**src/rtl/uart_rx_frame.sv**
```systemverilog
// rtl/uart_rx_frame.sv - 8N1 UART receiver with bit-centre sampling and valid/ready byte output
//
// Ports:
//   clk        system clock, rising edge
//   rst_n      asynchronous reset, asserted high
//   rxd        serial input, idle high, LSB first, asynchronous to clk
//   rx_data    received byte, stable while rx_valid is high and rx_ready is low
//   rx_valid   byte available, held until accepted
//   rx_ready   consumer accepts the byte when rx_valid && rx_ready at a rising edge
//   frame_err  one-cycle pulse when the stop bit is sampled low
//   overrun    one-cycle pulse when a completed byte is dropped because the output is occupied
//   busy       high whenever the receiver is not idle

module uart_rx_frame #(
    parameter int CLK_FREQ    = 50000000,
    parameter int BAUD_RATE   = 115200,
    parameter int BIT_PERIOD  = CLK_FREQ / BAUD_RATE,
    parameter int HALF_PERIOD = BIT_PERIOD / 2
) (
    input  logic       clk,
    input  logic       rst_n,
    input  logic       rxd,
    output logic [7:0] rx_data,
    output logic       rx_valid,
    input  logic       rx_ready,
    output logic       frame_err,
    output logic       overrun,
    output logic       busy
);

    localparam int CNT_W = $clog2(BIT_PERIOD);
    localparam logic [CNT_W-1:0] BIT_LAST  = CNT_W'(BIT_PERIOD - 1);
    localparam logic [CNT_W-1:0] HALF_LAST = CNT_W'(HALF_PERIOD - 1);
    localparam logic [CNT_W-1:0] CNT_ONE   = CNT_W'(1);

    typedef enum logic [2:0] {
        ST_IDLE  = 3'd0,
        ST_START = 3'd1,
        ST_DATA  = 3'd2,
        ST_STOP  = 3'd3,
        ST_BREAK = 3'd4
    } state_t;

    state_t           state;
    state_t           state_next;
    logic [CNT_W-1:0] cnt;
    logic [CNT_W-1:0] cnt_next;
    logic [2:0]       bit_idx;
    logic [2:0]       bit_next;
    logic [7:0]       shreg;
    logic [7:0]       shreg_next;
    logic [1:0]       sync;
    logic             rxd_s;
    logic             deliver;
    logic             stop_bad;

    // Two-flop synchronizer; resets to the idle-high line level so reset
    // release never looks like a start edge.
    always_ff @(posedge clk or posedge rst_n) begin
        if (rst_n) begin
            sync <= 2'b11;
        end else begin
            sync <= {sync[0], rxd};
        end
    end

    assign rxd_s = sync[1];

    always_ff @(posedge clk or posedge rst_n) begin
        if (rst_n) begin
            state   <= ST_IDLE;
            cnt     <= '0;
            bit_idx <= '0;
            shreg   <= '0;
        end else begin
            state   <= state_next;
            cnt     <= cnt_next;
            bit_idx <= bit_next;
            shreg   <= shreg_next;
        end
    end

    always_comb begin
        state_next = state;
        cnt_next   = cnt;
        bit_next   = bit_idx;
        shreg_next = shreg;
        deliver    = 1'b0;
        stop_bad   = 1'b0;
        case (state)
            ST_IDLE: begin
                cnt_next = '0;
                if (!rxd_s) begin
                    state_next = ST_START;
                end
            end
            ST_START: begin
                // Half a bit in: a line that is high again was only a glitch.
                if (cnt == HALF_LAST) begin
                    cnt_next = '0;
                    if (rxd_s) begin
                        state_next = ST_IDLE;
                    end else begin
                        state_next = ST_DATA;
                        bit_next   = '0;
                    end
                end else begin
                    cnt_next = cnt + CNT_ONE;
                end
            end
            ST_DATA: begin
                if (cnt == BIT_LAST) begin
                    cnt_next            = '0;
                    shreg_next[bit_idx] = rxd_s;
                    if (bit_idx == 3'd7) begin
                        state_next = ST_STOP;
                    end else begin
                        bit_next = bit_idx + 3'd1;
                    end
                end else begin
                    cnt_next = cnt + CNT_ONE;
                end
            end
            ST_STOP: begin
                if (cnt == BIT_LAST) begin
                    cnt_next = '0;
                    if (rxd_s) begin
                        deliver    = 1'b1;
                        state_next = ST_IDLE;
                    end else begin
                        stop_bad   = 1'b1;
                        state_next = ST_BREAK;
                    end
                end else begin
                    cnt_next = cnt + CNT_ONE;
                end
            end
            ST_BREAK: begin
                // A line held low must return high before a new frame may start.
                cnt_next = '0;
                if (rxd_s) begin
                    state_next = ST_IDLE;
                end
            end
            default: begin
                state_next = ST_IDLE;
                cnt_next   = '0;
            end
        endcase
    end

    // Output port: a new byte may replace the held one only if the held one
    // is being accepted in the same cycle; otherwise the new byte is dropped.
    always_ff @(posedge clk or posedge rst_n) begin
        if (rst_n) begin
            rx_data   <= 8'h00;
            rx_valid  <= 1'b0;
            frame_err <= 1'b0;
            overrun   <= 1'b0;
        end else begin
            frame_err <= stop_bad;
            overrun   <= deliver && rx_valid && !rx_ready;
            if (deliver && (!rx_valid || rx_ready)) begin
                rx_data  <= shreg;
                rx_valid <= 1'b1;
            end else if (rx_valid && rx_ready) begin
                rx_valid <= 1'b0;
            end
        end
    end

    assign busy = (state != ST_IDLE);

endmodule

```
**config.mk**
```make
export PLATFORM = sky130hd
export DESIGN_NAME = uart_rx_frame
export DESIGN_NICKNAME = d
export VERILOG_FILES = /design/src/rtl/uart_rx_frame.sv
export SDC_FILE = /design/constraint.sdc
export NUM_CORES = 1
export LEC_CHECK = 0
export ABC_AREA = 1
export CORE_MARGIN = 2
export CORE_UTILIZATION = 51
export DETAILED_ROUTE_END_ITERATION = 16
export GPL_TIMING_DRIVEN = 0
export PLACE_DENSITY = 0.75
export SYNTH_ARGS = -nofsm -noshare
export SYNTH_HDL_FRONTEND = slang
export SYNTH_SLANG_ARGS = --single-unit
```
**constraint.sdc**
```tcl
create_clock -name clk -period 1.7 [get_ports clk]
set_clock_uncertainty 0.2 [all_clocks]
set_input_delay 0.17 -clock clk [delete_from_list [all_inputs] [get_ports clk]]
set_output_delay 0.17 -clock clk [all_outputs]
set_load 0.005 [all_outputs]
```
Yosys cells after proc, flatten, opt, wreduce, memory -nomap -nowiden
Cells that the tools add are included.
- reduce and logical (&&, ||, !) cells: 16
- multiplexer cells: 28
- order comparisons: 2
- $add $sub $neg: 2
- eq/ne operators: 15
- operators with widths (operator ; count):
    $mux W3 ; 11
    $mux W9 ; 2
    $pmux W9 S2 ; 1
    $ne A2 B2 Y1 const B ; 8
    $pmux W3 S5 ; 1
    $add A9 B1 Y9 const B ; 1
    $eq A9 B8 Y1 const B ; 1
    $eq A9 B9 Y1 const B ; 1
    $mux W1 ; 9
    $bwmux W8 ; 1
    $eq A3 B2 Y1 const B ; 2
    $eq A3 B3 Y1 const B ; 2
    $pmux W3 S2 ; 1
    $reduce_and A6 Y1 ; 1
    $logic_and A1 B1 Y1 ; 5
    $reduce_and A5 Y1 ; 1
    $lt A3 B4 Y1 const B ; 1
    $reduce_bool A2 Y1 ; 2
    $add A3 B1 Y3 const B ; 1
    $demux W1 S3 ; 1
    $eq A3 B1 Y1 const B ; 1
    $ge A3 B1 Y1 const B ; 1
    $logic_not A3 Y1 ; 1
    $reduce_bool A3 Y1 ; 1
    5 further kinds ; 6
- input bits: 4
- word-level logic and storage cells: 72
- register bits after elaboration: 36

Logic depth before layout (Yosys ltp)
Gate-level depths: netlist of run 1.
- depth after elaboration: 5
- gate-level depth with buffers: 11

Worst setup path after synthesis of run 1
Ideal clock, no wire load.
- kind: register to register
- from: register cnt[1]
- to: register rx_data[0]
- data required time: 1.383 ns
- stages on the path, launching flop included: 11
- library setup time: 0.117 ns
- data arrival time: 1.280 ns
- period minus slack after synthesis: 1.596 ns
- setup slack: 0.104 ns
- buffers on the path: 1
- cell sequence: dfrtp_1 -> inv_1 -> ha_1 -> nand2_1 -> nor2_1 -> nand2_2 -> inv_2 -> nand3_4 -> buf_6 -> nand2_2 -> o21ai_2
- cells in the longest elaborated chain, start to end: 4
- ends and longest elaborated chain (what ; line ; text):
    start, declared ; 46 ; logic [CNT_W-1:0] cnt;
    start signal, assigned ; 77 ; cnt <= cnt_next;
    $eq A9 B9 Y1 ; 125 ; if (cnt == BIT_LAST) begin
    $mux W1 ; 125 ;
    $mux W1 ; 90 ; case (state)
    $logic_and A1 B1 Y1 ; 163 ; if (deliver && (!rx_valid || rx_ready)) begin
    end signal, assigned ; 164 ; rx_data <= shreg;
    end, declared ; 23 ; output logic [7:0] rx_data,
Every way passes these cells.
A chain may end at the register's enable or synchronous reset.

Worst setup path after layout of run 1
- from: register cnt[1]
- to: register cnt[2]
- cells in the longest elaborated chain, start to end: 3
- elaborated cells between the ends (all ways): 6
- ends and longest elaborated chain (what ; line ; text):
    $add A9 B1 Y9 (tied with other cells) ; 108, 121, 135 ;
    $mux W9 (on tied branches) ; 112, 125, 99 ;
    $pmux W9 S2 * ; 90 ;
    via cnt_next[2] ; 47 ; logic [CNT_W-1:0] cnt_next;
The timed path passes the listed nets; every way through them passes the cells marked *.

==> results of run 1 <==
## per-stage QoR
step                area (um^2)  utilization  hold slack [ns]  std cells  setup TNS [ns]
CTS                        2230        0.653           0.0226        307        -0.00462
detailed placement         2060        0.604            0.148        288           -9.35
global placement           2060        0.604            0.147        288           -8.77
global route               2380        0.698           0.0269        310          -0.287
finish                     2380        0.698           0.0390        310               0
floorplan                  1850            -          -0.0255        227               0
## path summary, 6_finish.rpt
kind | from | to | slack, ns | depth (start not counted)
min | rxd | sync[0] | 0.04 | 1
min in group asynchronous | rst_n | rx_data[0] | 0.06 | 2
max in group asynchronous | rst_n | state[1] | 0.69 | 2
max reg2reg | cnt[1] | cnt[2] | 0.04 | 10
max | cnt[1] | cnt[2] | 0.04 | 10
min reg2reg | sync[0] | sync[1] | 0.16 | 0
## power groups by stage
stage | logic [mW] | registers [mW] | clock network, mW
final | 0.0317 | 0.862 | 0.490
after global routing | 0.0365 | 0.863 | 0.551
after CTS | 0.0320 | 0.862 | 0.499
after detailed placement | 0.0318 | 0.878 | 0
after global placement | 0.0317 | 0.878 | 0
after floorplan | 0.0191 | 0.878 | 0
## cell usage in the layout (no fill, tap or decap), types with 2 or more instances in the layout
| master | count |
|---|---|
| nand2_2 | 9 |
| nand3_2 | 6 |
| ha_1 | 2 |
| inv_4 | 2 |
| nor3_1 | 2 |
| o21ai_2 | 8 |
| buf_4 | 11 |
| dfstp_2 | 2 |
| inv_1 | 26 |
| nor2_4 | 6 |
| nand4_1 | 10 |
| nand3_1 | 13 |
| clkdlybuf4s50_1 | 14 |
| o21ai_0 | 4 |
| buf_6 | 4 |
| inv_2 | 7 |
| clkinv_2 | 2 |
| dfrtp_2 | 5 |
| nand2_4 | 5 |
| nor2_1 | 26 |
| dfrtp_1 | 29 |
| clkbuf_4 | 5 |
| nand2_1 | 50 |
| ha_4 | 2 |
| xor2_1 | 3 |
## cell type report
type | count | area (um^2)
inverter | 35 | 136
fill | 244 | 1030
buffer | 4 | 40.0
timing repair buffer | 29 | 265
clock inverter | 2 | 10.0
clock buffer | 6 | 51.3
sequential | 36 | 910
multi-input combinational | 152 | 915
tap | 46 | 57.6
## flip-flops by register name, indices dropped and copies added (netlist names)
| signal | cells |
|---|---|
| rx_valid | 1 |
| shreg | 8 |
| frame_err | 1 |
| overrun | 1 |
| state | 3 |
| sync | 2 |
| rx_data | 8 |
| bit_idx | 3 |
| cnt | 9 |
## logic make-up after synthesis
kind of cell    synth area share
compound gates            0.0513
xor+xnor                  0.0189
buf+inv                   0.0870
flops                      0.487
simple gates               0.322
fa+ha+maj                 0.0337
## routing by layer
metal / vias up / global-route usage
met2: 43 / 0.283
met5: - / 0
li1: 789 / -
met3: 9 / 0.0599
met4: 0 / 0.0851
met1: 705 / 0.273
## what timing repair did
action	CTS	global route
setup buffers	10	3
hold endpoints to repair	0	0
pin swaps	4	18
gates cloned	1	0
hold buffers	0	0
endpoints found under the setup margin	19	29
gates resized for setup	11	38
==> impl_metrics.tcl, run 1 <==
set metrics [dict create \
    run_status "finished clean" \
    drtIter0Drc 127 \
    dp_hpwl_um 2300 \
    crit_arrival_ns 1.68 \
    grt-ovfl-total 0 \
    clkLatencyLatePin_ns 0.35 \
    gp_congestion 0.865 \
    fmax_ghz 0.602 \
    synth_area_mm2 0.00185 \
    fin_nets 272 \
    rows 21 \
    cp-end-kind "register" \
    synth.largest_area_cell "dfrtp_1" \
    rsz0062_at_grt "yes" \
    grt_antenna_before_repair 0 \
    ys_seq_area_frac 0.487 \
    synth_cell_types 22 \
    ir_worst_vdd_v 0.000441 \
    yosysWarnings 0 \
    synth-seq-cells 36 \
    power_mw 1.38 \
    drive_above_1_share 0.303 \
    worst-path-max-fanout 7 \
    cts-root-buf "clkbuf_4" \
    crit_path_start_kind "register" \
    p_leak_nw 1.13 \
    htree_levels 2 \
    vias_per_cell 4.99 \
    cap_violations 0 \
    die_x_um 64.3 \
    avgSynthCellArea_um2 8.17 \
    power_frac_comb 0.023 \
    slew_viol_final 0 \
    cp_num_buf_inv 3 \
    wl_met3_um 160 \
    setup_viol 0 \
    drc 0 \
    yosys-top-cells-count "nand2_1, dfrtp_1, inv_1, nor2_1, nand3_1" \
    n_antenna_cell 0 \
    max_slew_margin 0.501 \
    cts_tree "yes" \
    wl_per_cell_um 12.2 \
    cp_data_required_time_ns 1.72 \
    top_layer_used "met4" \
    synth_top_area_share 0.459 \
    intPower_mw 1.07 \
    clkTransAtPathRegs_ns 0.09 \
    hold_viol_final 0 \
    port_buffers 15 \
    fin_crit_ns 1.66 \
    yosysMostFrequentCell "nand2_1" \
    grt_pass1_vias 1361 \
    finalCritPeriodShare 0.977 \
    power_frac_seq 0.623 \
    yosys-top-cells-area "dfrtp_1, nand2_1, inv_1" \
    hold_class "input pin to register" \
    syn_nets 236 \
    tightest_slew_ns 0.747 \
    core_area_mm2 0.00342 \
    cts.sinks 36 \
    fin_ws_ns 0.0398 \
    area_growth_pct 28.6 \
    async_flop_share 1.00 \
    p_sw_mw 0.318 \
    wirelength_um 3770 \
    max_stage_delay_ns 0.41 \
    ctsLongestPathBuffers 2 \
    firstDrtPassIters 6 \
    critPathSlowestCell "dfrtp_1" \
    p_per_area_mw_per_mm2 580 \
    dr_wl_met2_um 1750 \
    cts-buffers-inserted 5 \
    die_y_um 64.3 \
    synth_edf_count 0 \
    grt_pass1_wl_um 6160 \
    clock_power_share 0.354 \
    dr_total_vias 1546 \
    initial_core_util 0.543 \
    crit_type "register to register" \
    die-area_mm2 0.00413 \
    cpMostUsedCell "nand2_4" \
    drt.antenna.violating_nets 0 \
    sw_frac_of_total 0.230 \
    track_usage 0.196 \
    path_delay_family "simple AND/OR/NAND/NOR gates" \
    syn_inst 227 \
    ys.flop_type "dfrtp_1" \
    grt_max_degree 37 \
    crit_chain "inv_2 -> ha_4 -> nand2_4 -> nor2_4 -> nand2_4 -> buf_4 -> nand2_4 -> nand2_4 -> inv_4 -> nor2_1" \
    io-pin-count 16 \
    wl_met1_um 1790 \
    dp_slack_ns -0.266 \
]
(Power assumes the default switching activity.)
==> run 2: changes to the inputs <==
- CORE_MARGIN: 2 -> unset
- CORE_UTILIZATION: 51 -> 40
- GPL_ROUTABILITY_DRIVEN: unset -> 1
- PLACE_DENSITY: 0.75 -> unset
==> impl_metrics.tcl, run 2 (synthesis results as in run 1) <==
set metrics [dict create \
    drc 0 \
    cts-buffers-inserted 5 \
    htree_levels 2 \
    setup_viol 0 \
    hold-worst-slack_ns 0.0916 \
    cts.sinks 36 \
    track_usage 0.154 \
    fin_ws_ns 0.0495 \
    die_y_um 70.1 \
    hold_class "input pin to register" \
    crit_type "register to register" \
    hold_viol_final 0 \
    max_stage_delay_ns 0.44 \
    drtIter0Drc 109 \
    critPathSlowestCell "dfrtp_1" \
    grt_pass1_vias 1352 \
    slew_viol_final 0 \
    area_growth_pct 29.4 \
    grt_pass1_wl_um 6010 \
    initial_core_util 0.420 \
    wirelength_um 3380 \
    n_antenna_cell 0 \
    clkTransAtPathRegs_ns 0.07 \
    cp_num_buf_inv 2 \
    cts_tree "yes" \
    finalCritPeriodShare 0.971 \
    io-pin-count 16 \
    worst-path-max-fanout 5 \
    grt_antenna_before_repair 0 \
    drt.antenna.violating_nets 0 \
    fin_crit_ns 1.65 \
    dp_hpwl_um 2270 \
    mostFrequentLayoutCell "nand2_1" \
    wl_per_cell_um 10.7 \
    p_per_area_mw_per_mm2 628 \
    crit_arrival_ns 1.63 \
    fmax_ghz 0.606 \
    run_status "finished clean" \
    cp-end-kind "register" \
    cp_data_required_time_ns 1.68 \
    crit_path_start_kind "register" \
    dr_total_vias 1468 \
    ctsLongestPathBuffers 2 \
    power_mw 1.51 \
    max_slew_margin 0.498 \
    drive_above_1_share 0.285 \
    cpMostUsedCell "nand2_2" \
    clkLatencyLatePin_ns 0.28 \
    cts-root-buf "clkbuf_8" \
    tightest_slew_ns 0.752 \
    p_leak_nw 1.11 \
    port_buffers 15 \
    vias_per_cell 4.66 \
    path_delay_family "simple AND/OR/NAND/NOR gates" \
    mostFrequentLayoutCells "nand2_1, dfrtp_1, inv_1" \
    rsz0062_at_grt "yes" \
    hold_buffers 0 \
    die_x_um 70.1 \
    die-area_mm2 0.00491 \
    reg_top3 "cnt: 9 flops, rx_data: 8 flops, shreg: 8 flops" \
    core_area_mm2 0.00441 \
    ir_worst_vdd_v 0.000549 \
    fin_nets 271 \
    grt_max_degree 37 \
    grt-ovfl-total 0 \
    cap_violations 0 \
    rows 24 \
    gp_congestion 0.761 \
    fill_cells 432 \
    firstDrtPassIters 4 \
    dp_slack_ns -0.312 \
    crit_chain "nand2_1 -> nor2_2 -> nand2_2 -> inv_2 -> nand3_4 -> buf_8 -> nand2_2 -> o21ai_2" \
    largest_reg_flops 9 \
    tns_ns 0 \
    regMostFlops "cnt" \
]
==> run 2: changes by cell type in the layout (fill, tap and decap cells not counted), sizes merged <==
| cell | delta |
|---|---|
| buf | -1 |
| clkinvlp | +1 |
| dlygate4sd2 | -1 |
| dlymetal6s2s | +1 |
| inv | -1 |
==> run 2: what timing repair did <==
item                       in CTS  in global routing
pin swaps                       1                  8
cloned                          1                  1
gates resized for setup        17                 21
setup buffers                   7                  4
setup endpoints to repair      20                 31
==> run 2: layer usage <==
| metal | part of all wire | track usage | vias to the layer above |
|---|---|---|---|
| met2 | 0.44 | 0.225 | 23 |
| li1 | - | - | 783 |
| met4 | 0.013 | 0.0644 | 0 |
| met3 | 0.032 | 0.0375 | 7 |
| met1 | 0.51 | 0.216 | 655 |
| met5 | 0 | 0 | - |
==> run 2: cell type report <==
cell class              instances  area, um^2  area share
repair buffers                 28         278       0.116
clock buffers                   6        82.6      0.0344
well taps                      52        65.1      0.0271
multi-input cells             152         885       0.369
clock inverters                 2        10.0     0.00417
plain buffers                   4        33.8      0.0141
flip-flops and latches         36         907       0.378
inverters                      35         138      0.0574
==> run 2: final timing paths <==
path / start / to / slack [ns] / depth (start not counted)
min: rxd / sync[0] / 0.09 / 1
max in group asynchronous: rst_n / state[1] / 0.69 / 2
min in group asynchronous: rst_n / cnt[7] / 0.16 / 2
max: cnt[4] / rx_data[0] / 0.05 / 8
min reg2reg: sync[0] / sync[1] / 0.16 / 0
max reg2reg: cnt[4] / rx_data[0] / 0.05 / 8
==> run 2: metrics by stage <==
stage | util | area, um^2 | std cells
4_1_cts | 0.519 | 2290 | 310
6_report | 0.543 | 2400 | 315
3_5_place_dp | 0.469 | 2070 | 294
2_1_floorplan | - | 1850 | 227
5_1_grt | 0.543 | 2400 | 315
3_3_place_gp | 0.469 | 2070 | 294
==> run 2: worst reg2reg max path, cell delays in order (launching register included) <==
cell     delay (ns)
dfrtp_1        0.44
nand2_1        0.13
nor2_2         0.15
nand2_2        0.13
inv_2          0.11
nand3_4        0.12
buf_8          0.17
nand2_2        0.06
o21ai_2        0.05
==> run 2: power by group <==
part           switching, mW  internal [mW]  total, mW
logic                 0.0234        0.00834     0.0317
clock network          0.291          0.323      0.614
registers            0.00145          0.861      0.862
total                  0.315           1.19       1.51
==> run 3: changes to the inputs <==
- GPL_TIMING_DRIVEN: 0 -> unset
==> impl_metrics.tcl, run 3 (synthesis results as in run 1) <==
set metrics [dict create \
    run_status "finished clean" \
    fin_crit_ns 1.63 \
    htree_levels 2 \
    clkLatencyLatePin_ns 0.28 \
    tightest_slew_ns 0.320 \
    n_antenna_cell 0 \
    fin_ws_ns 0.0723 \
    hold_viol_final 0 \
    cap_violations 0 \
    cts-buffers-inserted 5 \
    cts_tree "yes" \
    wl_per_cell_um 11.3 \
    port_buffers 15 \
    core_area_mm2 0.00441 \
    crit_type "register to register" \
    max_stage_delay_ns 0.38 \
    hold_class "input pin to async pin" \
    crit_arrival_ns 1.60 \
    wirelength_um 3600 \
    tns_ns 0 \
    gp_congestion 0.813 \
    rows 24 \
    regMostFlops "cnt" \
    grt_pass1_vias 1307 \
    dr_total_vias 1511 \
    rsz0062_at_grt "yes" \
    crit_chain "inv_2 -> ha_4 -> nand2_4 -> nor2_4 -> nand2_4 -> nor2_4 -> nand3_1 -> nand2_1 -> nand2_1" \
    mostFrequentLayoutCells "nand2_1, dfrtp_1, inv_1" \
    largest_reg_flops 9 \
    max_slew_margin 0.786 \
    fmax_ghz 0.614 \
    cp_data_required_time_ns 1.67 \
    hold_buffers 0 \
    reg_top3 "cnt: 9 flops, rx_data: 8 flops, shreg: 8 flops" \
    ctsLongestPathBuffers 2 \
    drtIter0Drc 66 \
    drt.antenna.violating_nets 0 \
    clkTransAtPathRegs_ns 0.07 \
    ir_worst_vdd_v 0.000245 \
    die_x_um 70.1 \
    crit_path_start_kind "register" \
    slew_viol_final 0 \
    vias_per_cell 4.77 \
    setup_viol 0 \
    fill_cells 435 \
    dp_slack_ns 0.00925 \
    p_leak_nw 1.15 \
    drive_above_1_share 0.287 \
    cp-end-kind "register" \
    grt_pass1_wl_um 5910 \
    die_y_um 70.1 \
    grt-ovfl-total 0 \
    area_growth_pct 31.1 \
    die-area_mm2 0.00491 \
    cts-root-buf "clkbuf_8" \
    io-pin-count 16 \
    grt_antenna_before_repair 0 \
    critPathSlowestCell "dfrtp_1" \
    dp_hpwl_um 2450 \
    mostFrequentLayoutCell "nand2_1" \
    fin_nets 274 \
    initial_core_util 0.420 \
    p_per_area_mw_per_mm2 636 \
    track_usage 0.154 \
    finalCritPeriodShare 0.957 \
    firstDrtPassIters 4 \
    cts.sinks 36 \
    worst-path-max-fanout 7 \
    drc 0 \
    grt_max_degree 22 \
]
-- run 3: worst max-delay path: cells and delay by family (launching register included) --
| family | cells | cell delay (ns) |
|---|---|---|
| fa+ha+maj | 1 | 0.13 |
| buf+inv | 1 | 0.08 |
| flops | 1 | 0.38 |
| simple gates | 7 | 0.72 |
-- run 3: metrics by stage --
stage | hold slack [ns] | instance area, um^2 | cells | util | total power [mW]
after floorplan | -0.0255 | 1850 | 227 | - | 0.897
after global placement | 0.147 | 2130 | 302 | 0.482 | 0.915
after detailed placement | 0.149 | 2130 | 302 | 0.482 | 0.916
after CTS | 0.0228 | 2260 | 313 | 0.512 | 1.57
after global routing | 0.0502 | 2430 | 317 | 0.551 | 1.60
final | 0.0112 | 2430 | 317 | 0.551 | 1.55
-- run 3: final cells by class --
| type | instances | area [um^2] | area share |
|---|---|---|---|
| Clock buffer | 7 | 96.3 | 0.0396 |
| Inverter | 35 | 139 | 0.0571 |
| Multi-Input combinational cell | 154 | 918 | 0.378 |
| Sequential cell | 36 | 905 | 0.372 |
| Tap cell | 52 | 65.1 | 0.0268 |
| Timing Repair Buffer | 33 | 308 | 0.127 |
-- run 3: metal layers --
layer / global-route usage / up-vias / share of wire
li1: - / 790 / -
met1: 0.215 / 691 / 0.51
met2: 0.225 / 24 / 0.44
met3: 0.0303 / 6 / 0.034
met4: 0.0800 / 0 / 0.013
met5: 0 / - / 0
-- run 3: worst paths after layout --
path	start	endpoint	slack, ns	cells past startpoint
worst max-delay path	cnt[1]	shreg[7]	0.07	9
worst min-delay path	rst_n	cnt[6]	0.01	3
worst max register to register	cnt[1]	shreg[7]	0.07	9
worst min register to register	sync[0]	sync[1]	0.16	0
max in group asynchronous	rst_n	sync[0]	1.03	3
min in group clk	rxd	sync[0]	0.09	1
-- run 3: power breakdown --
| group | switching, mW | internal (mW) |
|---|---|---|
| Clock | 0.287 | 0.361 |
| Combinational | 0.0245 | 0.0121 |
| Sequential | 0.00139 | 0.861 |
-- run 3: timing repair --
action,4_1_cts,5_1_grt
gates resized for setup,2,34
cloned,0,2
setup buffers,4,2
setup endpoints to repair,8,32
pin swaps,1,12
